### config.mk
export PLATFORM = sky130hd
export DESIGN_NAME = mmcm_drp_ctrl
export DESIGN_NICKNAME = d
export VERILOG_FILES = /design/src/rtl/mmcm_drp_ctrl.sv
export SDC_FILE = /design/constraint.sdc
export NUM_CORES = 1
export LEC_CHECK = 0
export ABC_AREA = 1
export CORE_UTILIZATION = 30
export CTS_CLUSTER_SIZE = 30
export DETAILED_ROUTE_END_ITERATION = 16
export GPL_TIMING_DRIVEN = 0
export PLACE_DENSITY_LB_ADDON = 0.15
export SLEW_MARGIN = 40
export SYNTH_ARGS = -nofsm -noshare
export SYNTH_HDL_FRONTEND = slang
export SYNTH_SLANG_ARGS = --single-unit
### constraint.sdc
create_clock -name SYSCLK -period 8.5 [get_ports SYSCLK]
set_clock_uncertainty 0.2 [all_clocks]
set_input_delay 1.7 -clock SYSCLK [delete_from_list [all_inputs] [get_ports SYSCLK]]
set_output_delay 1.7 -clock SYSCLK [all_outputs]
set_load 0.005 [all_outputs]
### src/rtl/mmcm_drp_ctrl.sv
`default_nettype none
// ============================================================================
// mmcm_drp_ctrl : DRP read-modify-write sequencer for the pixel-clock MMCM.
// Option macro DRP_TIMEOUT_EN adds DRDY/lock timeouts.  Rev 1.0
// ============================================================================
module mmcm_drp_ctrl #(
    parameter int RST_HOLD     = 8,
    parameter int DRDY_TIMEOUT = 64,
    parameter int LOCK_TIMEOUT = 65535
) (
    input  logic        SYSCLK,
    input  logic        RST,
    input  logic        CMD_VALID,
    output logic        CMD_READY,
    input  logic [6:0]  CMD_ADDR,
    input  logic [15:0] CMD_MASK,
    input  logic [15:0] CMD_DATA,
    input  logic        CMD_LAST,
    output logic [6:0]  DADDR,
    output logic [15:0] DI,
    input  logic [15:0] DO,
    output logic        DEN,
    output logic        DWE,
    input  logic        DRDY,
    output logic        MMCM_RST,
    input  logic        LOCKED,
    output logic        BUSY,
    output logic        DONE,
    output logic        ERR,
    output logic [1:0]  ERR_CODE,
    output logic        LOCK_LOST
);
    localparam int c_max_a = (RST_HOLD > DRDY_TIMEOUT) ? RST_HOLD : DRDY_TIMEOUT;
    localparam int c_max   = (c_max_a > LOCK_TIMEOUT) ? c_max_a : LOCK_TIMEOUT;
    localparam int c_cw    = $clog2(c_max + 1);

    localparam logic [c_cw-1:0] c_one       = c_cw'(1);
    localparam logic [c_cw-1:0] c_two       = c_cw'(2);
    localparam logic [c_cw-1:0] c_hold_last = c_cw'(RST_HOLD - 1);
`ifdef DRP_TIMEOUT_EN
    localparam logic [c_cw-1:0] c_drdy_last = c_cw'(DRDY_TIMEOUT - 1);
    localparam logic [c_cw-1:0] c_lock_last = c_cw'(LOCK_TIMEOUT - 1);
`endif

    localparam logic [2:0] c_idle      = 3'd0;
    localparam logic [2:0] c_rst_hold  = 3'd1;
    localparam logic [2:0] c_rd_req    = 3'd2;
    localparam logic [2:0] c_rd_wait   = 3'd3;
    localparam logic [2:0] c_wr_req    = 3'd4;
    localparam logic [2:0] c_wr_wait   = 3'd5;
    localparam logic [2:0] c_wait_cmd  = 3'd6;
    localparam logic [2:0] c_wait_lock = 3'd7;

    logic [2:0]      state_q, state_d;
    logic [c_cw-1:0] cnt_q, cnt_d;
    logic [6:0]      addr_q, addr_d;
    logic [15:0]     mask_q, mask_d, data_q, data_d, wdata_q, wdata_d;
    logic            last_q, last_d;
    logic            ready_q, ready_d, den_q, den_d, dwe_q, dwe_d;
    logic            mmcm_rst_q, mmcm_rst_d, busy_q, busy_d;
    logic            done_q, done_d, err_q, err_d;
    logic [1:0]      err_code_q, err_code_d;
    logic            lock_lost_q, lock_lost_d, locked_q, locked_d;
    logic            w_accept;

    assign w_accept = ready_q & CMD_VALID;

    always_comb begin
        state_d     = state_q;
        cnt_d       = cnt_q;
        addr_d      = addr_q;
        mask_d      = mask_q;
        data_d      = data_q;
        last_d      = last_q;
        wdata_d     = wdata_q;
        mmcm_rst_d  = mmcm_rst_q;
        done_d      = 1'b0;
        err_d       = 1'b0;
        err_code_d  = err_code_q;
        lock_lost_d = lock_lost_q;
        locked_d    = LOCKED;

        if (state_q == c_idle && locked_q && !LOCKED)
            lock_lost_d = 1'b1;

        if (w_accept) begin
            addr_d      = CMD_ADDR;
            mask_d      = CMD_MASK;
            data_d      = CMD_DATA;
            last_d      = CMD_LAST;
            mmcm_rst_d  = 1'b1;
            err_code_d  = 2'd0;
            lock_lost_d = 1'b0;
            cnt_d       = '0;
        end

        case (state_q)
            c_idle: begin
                if (w_accept) state_d = c_rst_hold;
            end
            c_rst_hold: begin
                if (cnt_q == c_hold_last) begin
                    state_d = c_rd_req;
                    cnt_d   = '0;
                end else begin
                    cnt_d = cnt_q + c_one;
                end
            end
            // The access timer starts on the DEN cycle so expiry lands DRDY_TIMEOUT after DEN.
            c_rd_req: begin
                state_d = c_rd_wait;
                cnt_d   = cnt_q + c_one;
            end
            c_rd_wait: begin
                if (DRDY) begin
                    wdata_d = (DO & ~mask_q) | (data_q & mask_q);
                    state_d = c_wr_req;
                    cnt_d   = '0;
                end
`ifdef DRP_TIMEOUT_EN
                else if (cnt_q == c_drdy_last) begin
                    err_d      = 1'b1;
                    err_code_d = 2'd1;
                    mmcm_rst_d = 1'b0;
                    state_d    = c_idle;
                end else begin
                    cnt_d = cnt_q + c_one;
                end
`endif
            end
            c_wr_req: begin
                state_d = c_wr_wait;
                cnt_d   = cnt_q + c_one;
            end
            c_wr_wait: begin
                if (DRDY) begin
                    cnt_d = '0;
                    if (last_q) begin
                        mmcm_rst_d = 1'b0;
                        state_d    = c_wait_lock;
                    end else begin
                        state_d = c_wait_cmd;
                    end
                end
`ifdef DRP_TIMEOUT_EN
                else if (cnt_q == c_drdy_last) begin
                    err_d      = 1'b1;
                    err_code_d = 2'd1;
                    mmcm_rst_d = 1'b0;
                    state_d    = c_idle;
                end else begin
                    cnt_d = cnt_q + c_one;
                end
`endif
            end
            c_wait_cmd: begin
                if (w_accept) state_d = c_rd_req;
            end
            c_wait_lock: begin
                // LOCKED may still reflect the pre-reset lock for a couple of cycles.
                if (cnt_q >= c_two && LOCKED) begin
                    done_d  = 1'b1;
                    state_d = c_idle;
                end
`ifdef DRP_TIMEOUT_EN
                else if (cnt_q == c_lock_last) begin
                    err_d      = 1'b1;
                    err_code_d = 2'd2;
                    state_d    = c_idle;
                end else begin
                    cnt_d = cnt_q + c_one;
                end
`else
                else if (cnt_q < c_two) begin
                    cnt_d = cnt_q + c_one;
                end
`endif
            end
            default: state_d = c_idle;
        endcase

        ready_d = (state_d == c_idle) || (state_d == c_wait_cmd);
        den_d   = (state_d == c_rd_req) || (state_d == c_wr_req);
        dwe_d   = (state_d == c_wr_req);
        busy_d  = (state_d != c_idle);
    end

    always_ff @(posedge SYSCLK or posedge RST) begin
        if (RST) begin
            state_q     <= c_idle;
            cnt_q       <= '0;
            addr_q      <= '0;
            mask_q      <= '0;
            data_q      <= '0;
            last_q      <= 1'b0;
            wdata_q     <= '0;
            ready_q     <= 1'b0;
            den_q       <= 1'b0;
            dwe_q       <= 1'b0;
            mmcm_rst_q  <= 1'b0;
            busy_q      <= 1'b0;
            done_q      <= 1'b0;
            err_q       <= 1'b0;
            err_code_q  <= 2'd0;
            lock_lost_q <= 1'b0;
            locked_q    <= 1'b0;
        end else begin
            state_q     <= state_d;
            cnt_q       <= cnt_d;
            addr_q      <= addr_d;
            mask_q      <= mask_d;
            data_q      <= data_d;
            last_q      <= last_d;
            wdata_q     <= wdata_d;
            ready_q     <= ready_d;
            den_q       <= den_d;
            dwe_q       <= dwe_d;
            mmcm_rst_q  <= mmcm_rst_d;
            busy_q      <= busy_d;
            done_q      <= done_d;
            err_q       <= err_d;
            err_code_q  <= err_code_d;
            lock_lost_q <= lock_lost_d;
            locked_q    <= locked_d;
        end
    end

    assign CMD_READY = ready_q;
    assign DADDR     = addr_q;
    assign DI        = wdata_q;
    assign DEN       = den_q;
    assign DWE       = dwe_q;
    assign MMCM_RST  = mmcm_rst_q;
    assign BUSY      = busy_q;
    assign DONE      = done_q;
    assign ERR       = err_q;
    assign ERR_CODE  = err_code_q;
    assign LOCK_LOST = lock_lost_q;
endmodule
`default_nettype wire

---- Yosys cells after proc, flatten, opt, wreduce, memory -nomap -nowiden ----
Index checks and enable logic that the tools add are counted.
word-level totals
  logic and storage cells ................. 69
  register bits ........................... 83
cells by class
  reductions and logical operators ........ 13
  equal/unequal tests ..................... 11
  multiplexer cells ....................... 22
  add/subtract/negate cells ............... 1
  magnitude comparators ................... 2
  bitwise gates (word level) .............. 5
operators by type and width
  cell                                                                                   count
  16-bit two-way mux                                                                     5
  16-bit case mux with 4 select lines                                                    1
  16-bit bitwise AND                                                                     2
  3-bit case mux with 8 select lines                                                     1
  3-bit equality test (second input constant)                                            6
  3-bit two-way mux                                                                      6
  16-bit by 1-bit adder with 16-bit output (second input constant)                       1
  16-bit by 3-bit equality test with 1-bit output (second input constant)                1
  16-bit by 2-bit greater-or-equal comparator with 1-bit output (second input constant)  1
  16-bit by 2-bit < comparator with 1-bit output (second input constant)                 1
  16-bit inverter                                                                        1
  16-bit OR                                                                              1
  3-bit by 2-bit equality test with 1-bit output (second input constant)                 3
  1-bit two-way mux                                                                      9
  3-bit logical NOT                                                                      2
  2-bit OR reduction                                                                     2
  3-bit by 1-bit equality test with 1-bit output (second input constant)                 1
  1-bit logical AND                                                                      3
  3-bit nonzero test                                                                     1
  1-bit logical OR                                                                       2
  2-bit AND reduction                                                                    1
  2-bit nonzero test                                                                     1
  1-bit bitwise AND                                                                      1
  1-bit logical NOT                                                                      1

---- Longest topological paths before layout ----
Gate-level depths: netlist of the first run.
  depth after elaboration ................. 6
  mapped depth ............................ 11
  gate-level depth less buffers ........... 11

---- Worst setup path before layout of the first run ----
Ideal clock, no wire load.
  path type ............................... input -> register
  start point ............................. input CMD_VALID
  end point ............................... register addr_q[4] (netlist: DADDR[4])
  slack ................................... 5.739 ns
  arrival time ............................ 2.495 ns
  cell stages on the path ................. 6
  setup time .............................. 0.066 ns
  required time ........................... 8.234 ns
  path through ............................ nand2_1 > inv_1 > clkbuf_1 > buf_2 > nand2_1 > nand2_1
on the way
  cells in the longest elaborated chain, start to end .. 1
RTL lines
  element               RTL line  text
  start, declared       13        input logic CMD_VALID,
  1-bit bitwise AND     66        assign w_accept = ready_q & CMD_VALID;
  end signal, assigned  210       addr_q <= addr_d;
  end, declared         56        logic [6:0] addr_q, addr_d;
Every way passes these cells.
A chain may end at the register's enable or synchronous reset.

---- Worst setup path in the final report of the first run ----
  start point ............................. input CMD_VALID
  end point ............................... register addr_q[1] (netlist: DADDR[1])
Same word-level chain as after synthesis.

==> flow_metrics.py, run 1 <==
metrics = {
    "global_route": {
        "grtUsageTotal_pct": 16.1,
        "grt_overflow": 0,
        "grt_pass1_wl_um": 16700,
        "antenna_found_initial": 0,
        "grt_pass1_vias": 3365,
        "grt_max_degree": 57,
    },
    "placed_design": {
        "globalplace.congestion": 0.797,
        "dp_slack_ps": 4790,
        "dp.final_hpwl_um": 7330,
        "place_area_mm2": 0.00512,
        "io_buffers": 90,
    },
    "critical_path": {
        "critical_path_peak_fanout": 10,
        "cp-start-kind": "input pin",
        "critPathLaunch": "CMD_VALID",
        "criticalPathCategory": "input pin to register",
        "crit_required_ps": 8570,
        "cp.arrival_ps": 3400,
        "reg2reg_slack_ps": 6570,
        "crit_path_end_kind": "register",
        "r2r_start": "cnt_q[1]$_DFF_PP0_",
    },
    "clocking": {
        "clock_latency_ps": 340,
        "post_cts_buffers": 0,
        "cts_hold_buffers": 0,
        "cts_sinks": 83,
        "htreeDepth": 3,
        "clockBufferDepth": 2,
        "numCtsBuffers": 9,
        "post_cts_resized": 0,
        "tritoncts": "done",
        "path_clk_slew_ps": 60,
        "root_buffer": "clkbuf_16",
    },
    "timing": {
        "worst_slack_ps": 5180,
        "drv_slew": 0,
        "period_share_pct": 39.1,
        "relSlewSlack_pct": 60.1,
        "worstMarginPinSlew_ps": 599,
        "max_freq_mhz": 301,
        "rsz0062_at_grt": "no",
        "hold_violations": 0,
        "period_needed_ps": 3320,
        "fin_setup_tns_ps": 0,
        "setup_viol": 0,
    },
    "final_layout": {
        "drive_gt1_share_pct": 9.21,
        "area_growth_pct": 36.6,
        "fin_nets": 656,
        "fin_util_pct": 42.4,
        "fillers": 1323,
        "diodes": 0,
        "seqCellArea_mm2": 0.00208,
        "mostFrequentLayoutCells": "nand2_1, clkdlybuf4s50_1, dfrtp_1, o21ai_0, inv_1",
        "multi_input_area_mm2": 0.00161,
        "final_area_mm2": 0.00541,
        "layout_commonest_cell": "nand2_1",
    },
    "drt": {
        "routed_wl_um": 10000,
        "viasPerCell": 4.47,
        "drc": 0,
        "vias": 3441,
        "dr.pass1.iters": 4,
        "drtIter0Drc": 138,
        "wl_per_cell_um": 13.0,
        "postRouteAntennaNets": 0,
    },
    "synthesis": {
        "ys_ff_latch": 83,
        "synth_top_cell_area_share_pct": 52.4,
        "synth.distinct_cells": 32,
        "ys_warn_count": 0,
        "synthArstFlopShare_pct": 100,
        "syn_area_mm2": 0.00396,
        "ys.flop_type": "dfrtp_1",
        "synthCells": 489,
        "synth_seq_area_share_pct": 52.4,
        "synth_edf_count": 0,
        "synth_top_area_cell": "dfrtp_1",
        "yosys-top-cells-area": "dfrtp_1, nand2_1, o21ai_0",
        "synth.avg_cell_area_um2": 8.10,
    },
    "status": {
        "status": "complete, no violations",
    },
    "flow_run": {
        "max_cap_viol_count": 0,
    },
    "floorplanning": {
        "die_h_um": 117,
        "ioPinCount": 94,
        "fp.dieW_um": 117,
        "start_util_pct": 31.0,
        "num_rows": 41,
        "coreArea_mm2": 0.0128,
        "die-area_mm2": 0.0137,
    },
    "pwr": {
        "ir_worst_vdd_v": 0.000103,
        "power_density_mw_per_mm2": 302,
        "p_leak_nw": 2.62,
        "finalPower_mw": 1.63,
    },
    "min_path": {
        "hold_path.startpoint": "last_q$_DFFE_PP0P_",
        "min_path_type": "register to register",
    },
}
## layout make-up
| class | count | area share, % |
|---|---|---|
| inverters | 51 | 3.63 |
| flip-flops and latches | 83 | 38.4 |
| clock inverters | 2 | 0.647 |
| repair buffers | 91 | 17.1 |
| multi-input cells | 338 | 29.7 |
| well taps | 172 | 3.98 |
| clock buffers | 13 | 4.81 |
| plain buffers | 19 | 1.76 |
## sequential cells by signal, indices dropped and copies added (netlist names), 3 cells and up
name     flops
state_q      3
DI          16
mask_q      16
data_q      16
DADDR        7
cnt_q       16
## report_power, final
| group | total [mW] | leakage (nW) | internal (mW) | switching, mW |
|---|---|---|---|---|
| registers | 0.638 | 1.05 | 0.545 | 0.0925 |
| clock network | 0.393 | 0.146 | 0.242 | 0.151 |
| logic | 0.603 | 1.42 | 0.272 | 0.330 |
| total | 1.63 | 2.62 | 1.06 | 0.574 |
## Yosys cell counts, drive strengths merged (2+ instances only)
library cell	count
a21oi	8
buf	9
clkbuf	10
dfrtp	83
ha	2
inv	51
nand2	185
nand3	34
nand4	5
nor2	24
nor3	5
o211ai	6
o21ai	57
o221ai	2
xor2	3
## layer usage
layer	routed length [µm]	up-vias	GRT usage, %	part of all wire (%)
met4	178	0	7.09	1.8
met5	0	-	0	0
li1	-	1755	-	-
met1	4810	1594	21.6	48
met2	4490	80	25.1	45
met3	532	12	3.71	5.3
## metrics by stage
step                      std cells  hold WS (ps)
after floorplan                 491           238
after global placement          753           265
after detailed placement        754           263
final                           769           270
after global routing            769           300
after CTS                       769           272
## worst paths after layout
kind	end	depth (start not counted)
hold reg to reg	MMCM_RST$_DFF_PP0_	1
hold / removal	MMCM_RST$_DFF_PP0_	1
min in group asynchronous	DADDR[6]$_DFFE_PP0P_	2
setup reg to reg	BUSY$_DFF_PP0_	10
max in group asynchronous	locked_q$_DFF_PP0_	3
setup / recovery	DADDR[1]$_DFFE_PP0P_	7
## logic make-up (layout without fill, tap and decap cells)
kind of cell,after synthesis,in the layout,share of synthesized area (%)
other cells,1,3,0.0946
compound gates,76,76,10.9
xor+xnor,4,4,0.884
fa+ha+maj,2,2,0.631
flops,83,83,52.4
simple gates,253,253,27.8
buf+inv,70,176,7.23
## worst max-delay path, stage by stage
cell	delay (ps)
clkdlybuf4s50_1	450
nand2_1	190
inv_1	170
clkbuf_1	400
buf_2	320
nand2_1	90
nand2_1	60
Note: power is estimated with default switching activity, not from simulation.
==> run 2: changes to the inputs <==
clock period = 2.66 ns   (was 8.5 ns; I/O delays follow)
==> run 2 against run 1 <==
  * Critical path depth stayed put
  * Register-to-register slack got worse by 5900 ps
  * Flip-flop and latch count unchanged
  * Via count up 0.35%
  * First-iteration DRC count increased by 7.2%
  * Worst hold slack improved by 14 ps
  * Non-clock buffer count rose by 3
  * Global-route usage up 0.24 points
  * Clock-buffer cell count fell by 3
  * Largest power group unchanged
==> flow_metrics.py, run 2 (synthesis gave the netlist of run 1 again) <==
metrics = {
    "global_route": {
        "grtUsageTotal_pct": 16.4,
        "antenna_found_initial": 0,
        "grt_pass1_wl_um": 16900,
        "grt_pass1_vias": 3389,
        "grt_overflow": 0,
        "grt_max_degree": 25,
    },
    "drt": {
        "routed_wl_um": 10400,
        "drtIter0Drc": 148,
        "dr.pass1.iters": 4,
        "wl_per_cell_um": 13.4,
        "vias": 3453,
        "drc": 0,
        "viasPerCell": 4.47,
        "postRouteAntennaNets": 0,
    },
    "final_layout": {
        "fin_nets": 659,
        "mostFrequentLayoutCells": "nand2_1, clkdlybuf4s50_1, dfrtp_1, o21ai_0, inv_1",
        "area_growth_pct": 38.7,
        "diodes": 0,
        "fin_util_pct": 43.0,
        "layout_commonest_cell": "nand2_1",
        "drive_gt1_share_pct": 10.1,
        "final_cell_count_no_fill": 773,
        "final_area_mm2": 0.00550,
    },
    "timing": {
        "relSlewSlack_pct": 60.3,
        "rsz0062_at_grt": "no",
        "hold_violations": 0,
        "max_freq_mhz": 458,
        "setup_viol": 0,
        "period_needed_ps": 2180,
        "worstMarginPinSlew_ps": 596,
        "period_share_pct": 82.1,
        "drv_slew": 0,
        "worst_hold_slack_ps": 284,
    },
    "critical_path": {
        "critical_path_peak_fanout": 10,
        "cp-start-kind": "input pin",
        "crit_path_end_kind": "register",
        "criticalPathCategory": "input pin to register",
        "crit_required_ps": 2730,
        "cp.arrival_ps": 2250,
    },
    "placed_design": {
        "dpl.cell_count": 757,
        "dp.final_hpwl_um": 7500,
        "globalplace.congestion": 0.810,
        "io_buffers": 90,
        "place_area_mm2": 0.00519,
    },
    "pwr": {
        "power_switching_mw": 1.88,
        "power_density_mw_per_mm2": 956,
        "p_int_mw": 3.37,
        "p_leak_nw": 2.66,
        "switching_share_pct": 35.8,
        "p_comb_share_pct": 37.0,
        "ir_worst_vdd_v": 0.000395,
        "pwr-share-seq_pct": 38.8,
        "clockPowerShare_pct": 24.2,
    },
    "clocking": {
        "numCtsBuffers": 9,
        "root_buffer": "clkbuf_16",
        "cts_sinks": 83,
        "post_cts_resized": 0,
        "clockBufferDepth": 2,
        "tritoncts": "done",
        "post_cts_buffers": 0,
        "htreeDepth": 3,
        "path_clk_slew_ps": 60,
        "clock_latency_ps": 340,
        "cts_hold_buffers": 0,
    },
    "floorplanning": {
        "coreArea_mm2": 0.0128,
        "start_util_pct": 31.0,
        "num_rows": 41,
        "die-area_mm2": 0.0137,
        "ioPinCount": 94,
        "die_h_um": 117,
        "fp.dieW_um": 117,
    },
    "flow_run": {
        "max_cap_viol_count": 0,
    },
    "min_path": {
        "min_path_type": "register to register",
    },
    "status": {
        "status": "complete, no violations",
    },
}
[run 2: critical path: stages]
cell	delay (ps)
clkdlybuf4s50_1	450
nand2_1	200
inv_1	170
clkbuf_1	400
buf_2	340
nand2_1	80
nand2_1	70
[run 2: power by group through the flow]
stage	Combinational, mW	Clock, mW	Sequential, mW
after floorplan	1.13	0	2.01
after global placement	1.91	0	2.05
after detailed placement	1.96	0	2.05
after CTS	1.97	1.31	2.04
after global routing	2.21	1.36	2.10
final	1.95	1.27	2.04
[run 2: final cells by class]
class	instances	area (µm²)
well taps	172	215
plain buffers	19	95.1
fillers	1284	7280
flip-flops and latches	83	2080
multi-input cells	338	1610
clock inverters	6	65.1
repair buffers	94	1000
inverters	51	195
clock buffers	10	239
[run 2: through the flow]
stage | setup WS (ps) | setup TNS (ps) | power (mW)
floorplan | 976 | 0 | 3.14
global placement | -71.7 | -5310 | 3.95
detailed placement | 72.1 | 0 | 4.01
CTS | 418 | 0 | 5.32
global route | 246 | 0 | 5.66
finish | 477 | 0 | 5.25
[run 2: path summary, 6_finish.rpt]
path / startpoint / end / slack [ps] / cells past startpoint
setup / recovery: CMD_VALID / mask_q[3]$_DFFE_PP0P_ / 480 / 7
hold / removal: DADDR[3]$_DFFE_PP0P_ / DADDR[3]$_DFFE_PP0P_ / 280 / 2
setup reg to reg: cnt_q[1]$_DFF_PP0_ / CMD_READY$_DFF_PP0_ / 710 / 11
hold reg to reg: DADDR[3]$_DFFE_PP0P_ / DADDR[3]$_DFFE_PP0P_ / 280 / 2
max in group asynchronous: RST / mask_q[1]$_DFFE_PP0P_ / 1160 / 5
min in group asynchronous: RST / BUSY$_DFF_PP0_ / 360 / 2
[run 2: layer usage]
| layer | vias up | global-route usage [%] | wire [µm] |
|---|---|---|---|
| li1 | 1755 | - | - |
| met1 | 1592 | 21.3 | 4870 |
| met2 | 93 | 25.6 | 4670 |
| met3 | 13 | 4.94 | 621 |
| met4 | 0 | 6.41 | 193 |
| met5 | - | 0 | 0 |
==> run 3: changes to the inputs <==
clock period = 2.2 ns   (was 2.66 ns; I/O delays follow)
==> run 3 against run 2 <==
  * Routed wire length fell by 0.39%
  * Sequential share of layout area barely moved
  * Combinational power rose by 21%
  * Sequential power rose by 21%
  * Largest cell class unchanged
  * Largest power group unchanged
==> flow_metrics.py, run 3 (synthesis gave the netlist of run 1 again) <==
metrics = {
    "status": {
        "status": "complete, no violations",
    },
    "critical_path": {
        "crit_required_ps": 2280,
        "crit_buf_inv": 1,
        "crit_path_end_kind": "register",
        "cp_top_family": "simple AND/OR/NAND/NOR gates",
        "cp.arrival_ps": 2020,
        "cpPeakStageDelay_ps": 450,
        "reg2reg_slack_ps": 260,
        "critical_path_peak_fanout": 6,
        "path_cells": "ha_1 -> nand2_2 -> inv_2 -> nand2_1 -> nor2_1 -> nand2_1 -> a21oi_2 -> nand2_1 -> nand2_1 -> nand3_1 -> nand2_1",
        "critPathSlowestCell": "dfrtp_1",
        "criticalPathCategory": "register to register",
        "crit_top_cell": "nand2_1",
        "cp-start-kind": "register",
    },
    "clocking": {
        "htreeDepth": 3,
        "clock_latency_ps": 340,
        "post_cts_resized": 0,
        "post_cts_buffers": 0,
        "cts_hold_buffers": 0,
        "cts_sinks": 83,
        "numCtsBuffers": 9,
        "clockBufferDepth": 2,
        "path_clk_slew_ps": 60,
        "tritoncts": "done",
        "root_buffer": "clkbuf_16",
    },
    "global_route": {
        "grt_pass1_vias": 3389,
        "grt_max_degree": 25,
        "grt_pass1_wl_um": 16900,
        "grt_overflow": 0,
        "grtUsageTotal_pct": 16.4,
        "antenna_found_initial": 0,
    },
    "floorplanning": {
        "start_util_pct": 31.0,
        "fp.dieW_um": 117,
        "die-area_mm2": 0.0137,
        "num_rows": 41,
        "die_h_um": 117,
        "ioPinCount": 94,
        "coreArea_mm2": 0.0128,
    },
    "drt": {
        "drtIter0Drc": 147,
        "viasPerCell": 4.45,
        "vias": 3440,
        "postRouteAntennaNets": 0,
        "dr.pass1.iters": 4,
        "drc": 0,
        "wl_per_cell_um": 13.3,
        "routed_wl_um": 10300,
    },
    "placed_design": {
        "globalplace.congestion": 0.810,
        "io_buffers": 90,
        "dp.final_hpwl_um": 7500,
    },
    "timing": {
        "setup_viol": 0,
        "period_needed_ps": 1940,
        "worstMarginPinSlew_ps": 593,
        "drv_slew": 0,
        "hold_violations": 0,
        "fin_setup_tns_ps": 0,
        "relSlewSlack_pct": 60.5,
        "max_freq_mhz": 515,
        "rsz0062_at_grt": "no",
        "period_share_pct": 88.3,
    },
    "final_layout": {
        "fillers": 1283,
        "diodes": 0,
        "drive_gt1_share_pct": 10.3,
        "fin_nets": 659,
        "mostFrequentLayoutCells": "nand2_1, clkdlybuf4s50_1, dfrtp_1, o21ai_0, inv_1",
        "layout_commonest_cell": "nand2_1",
        "area_growth_pct": 38.7,
    },
    "min_path": {
        "min_path_type": "input pin to async pin",
    },
    "pwr": {
        "finalPower_mw": 6.35,
        "power_density_mw_per_mm2": 1160,
        "ir_worst_vdd_v": 0.000477,
        "p_leak_nw": 2.66,
    },
    "flow_run": {
        "max_cap_viol_count": 0,
    },
}
==> run 3: cell counts in the layout (fill, tap and decap cells not counted) <==
No cell type changed its count.
==> run 3: power breakdown <==
| group | internal, mW | switching [mW] | total, mW |
|---|---|---|---|
| logic | 1.07 | 1.29 | 2.35 |
| registers | 2.11 | 0.358 | 2.46 |
| clock network | 0.910 | 0.626 | 1.54 |
| total | 4.08 | 2.27 | 6.35 |
==> run 3: final timing paths <==
path / startpoint / endpoint / depth (start not counted)
min in group SYSCLK: DADDR[3]$_DFFE_PP0P_ / DADDR[3]$_DFFE_PP0P_ / 2
max: cnt_q[1]$_DFF_PP0_ / CMD_READY$_DFF_PP0_ / 11
min reg2reg: DADDR[3]$_DFFE_PP0P_ / DADDR[3]$_DFFE_PP0P_ / 2
max reg2reg: cnt_q[1]$_DFF_PP0_ / CMD_READY$_DFF_PP0_ / 11
min: RST / BUSY$_DFF_PP0_ / 2
max in group asynchronous: RST / mask_q[1]$_DFFE_PP0P_ / 5
==> run 3: metrics by stage <==
stage          hold WS (ps)  util, %  cell area, µm²  std cells  setup WS, ps
6_report                268     43.0            5500        773           257
5_1_grt                 297     43.0            5500        773          75.1
4_1_cts                 278     43.0            5500        773          49.5
3_5_place_dp            271     40.7            5190        757          -296
3_3_place_gp            265     39.8            5090        753          -440
2_1_floorplan           238        -            3970        491           541
==> run 3: metal layers <==
layer / track usage, % / share of wire, % / up-vias
met5: 0 / 0 / -
met4: 6.41 / 1.9 / 0
met3: 4.94 / 6.0 / 13
met2: 25.6 / 45 / 85
met1: 21.3 / 47 / 1586
li1: - / - / 1756
==> run 3: layout make-up <==
| cell class | instances | area [µm²] | area share, % |
|---|---|---|---|
| flip-flops and latches | 83 | 2080 | 37.8 |
| multi-input cells | 338 | 1610 | 29.2 |
| repair buffers | 94 | 1000 | 18.3 |
| clock buffers | 10 | 239 | 4.35 |
| well taps | 172 | 215 | 3.91 |
| inverters | 51 | 195 | 3.55 |
| plain buffers | 19 | 96.3 | 1.75 |
| clock inverters | 6 | 65.1 | 1.18 |
==> run 3: worst reg2reg max path, cell delays in order, from the launching register on <==
cell and delay (ps):
dfrtp_1 450, ha_1 230, nand2_2 90, inv_2 80, nand2_1 50, nor2_1 130, nand2_1 130, a21oi_2 160
nand2_1 70, nand2_1 110, nand3_1 110, nand2_1 80
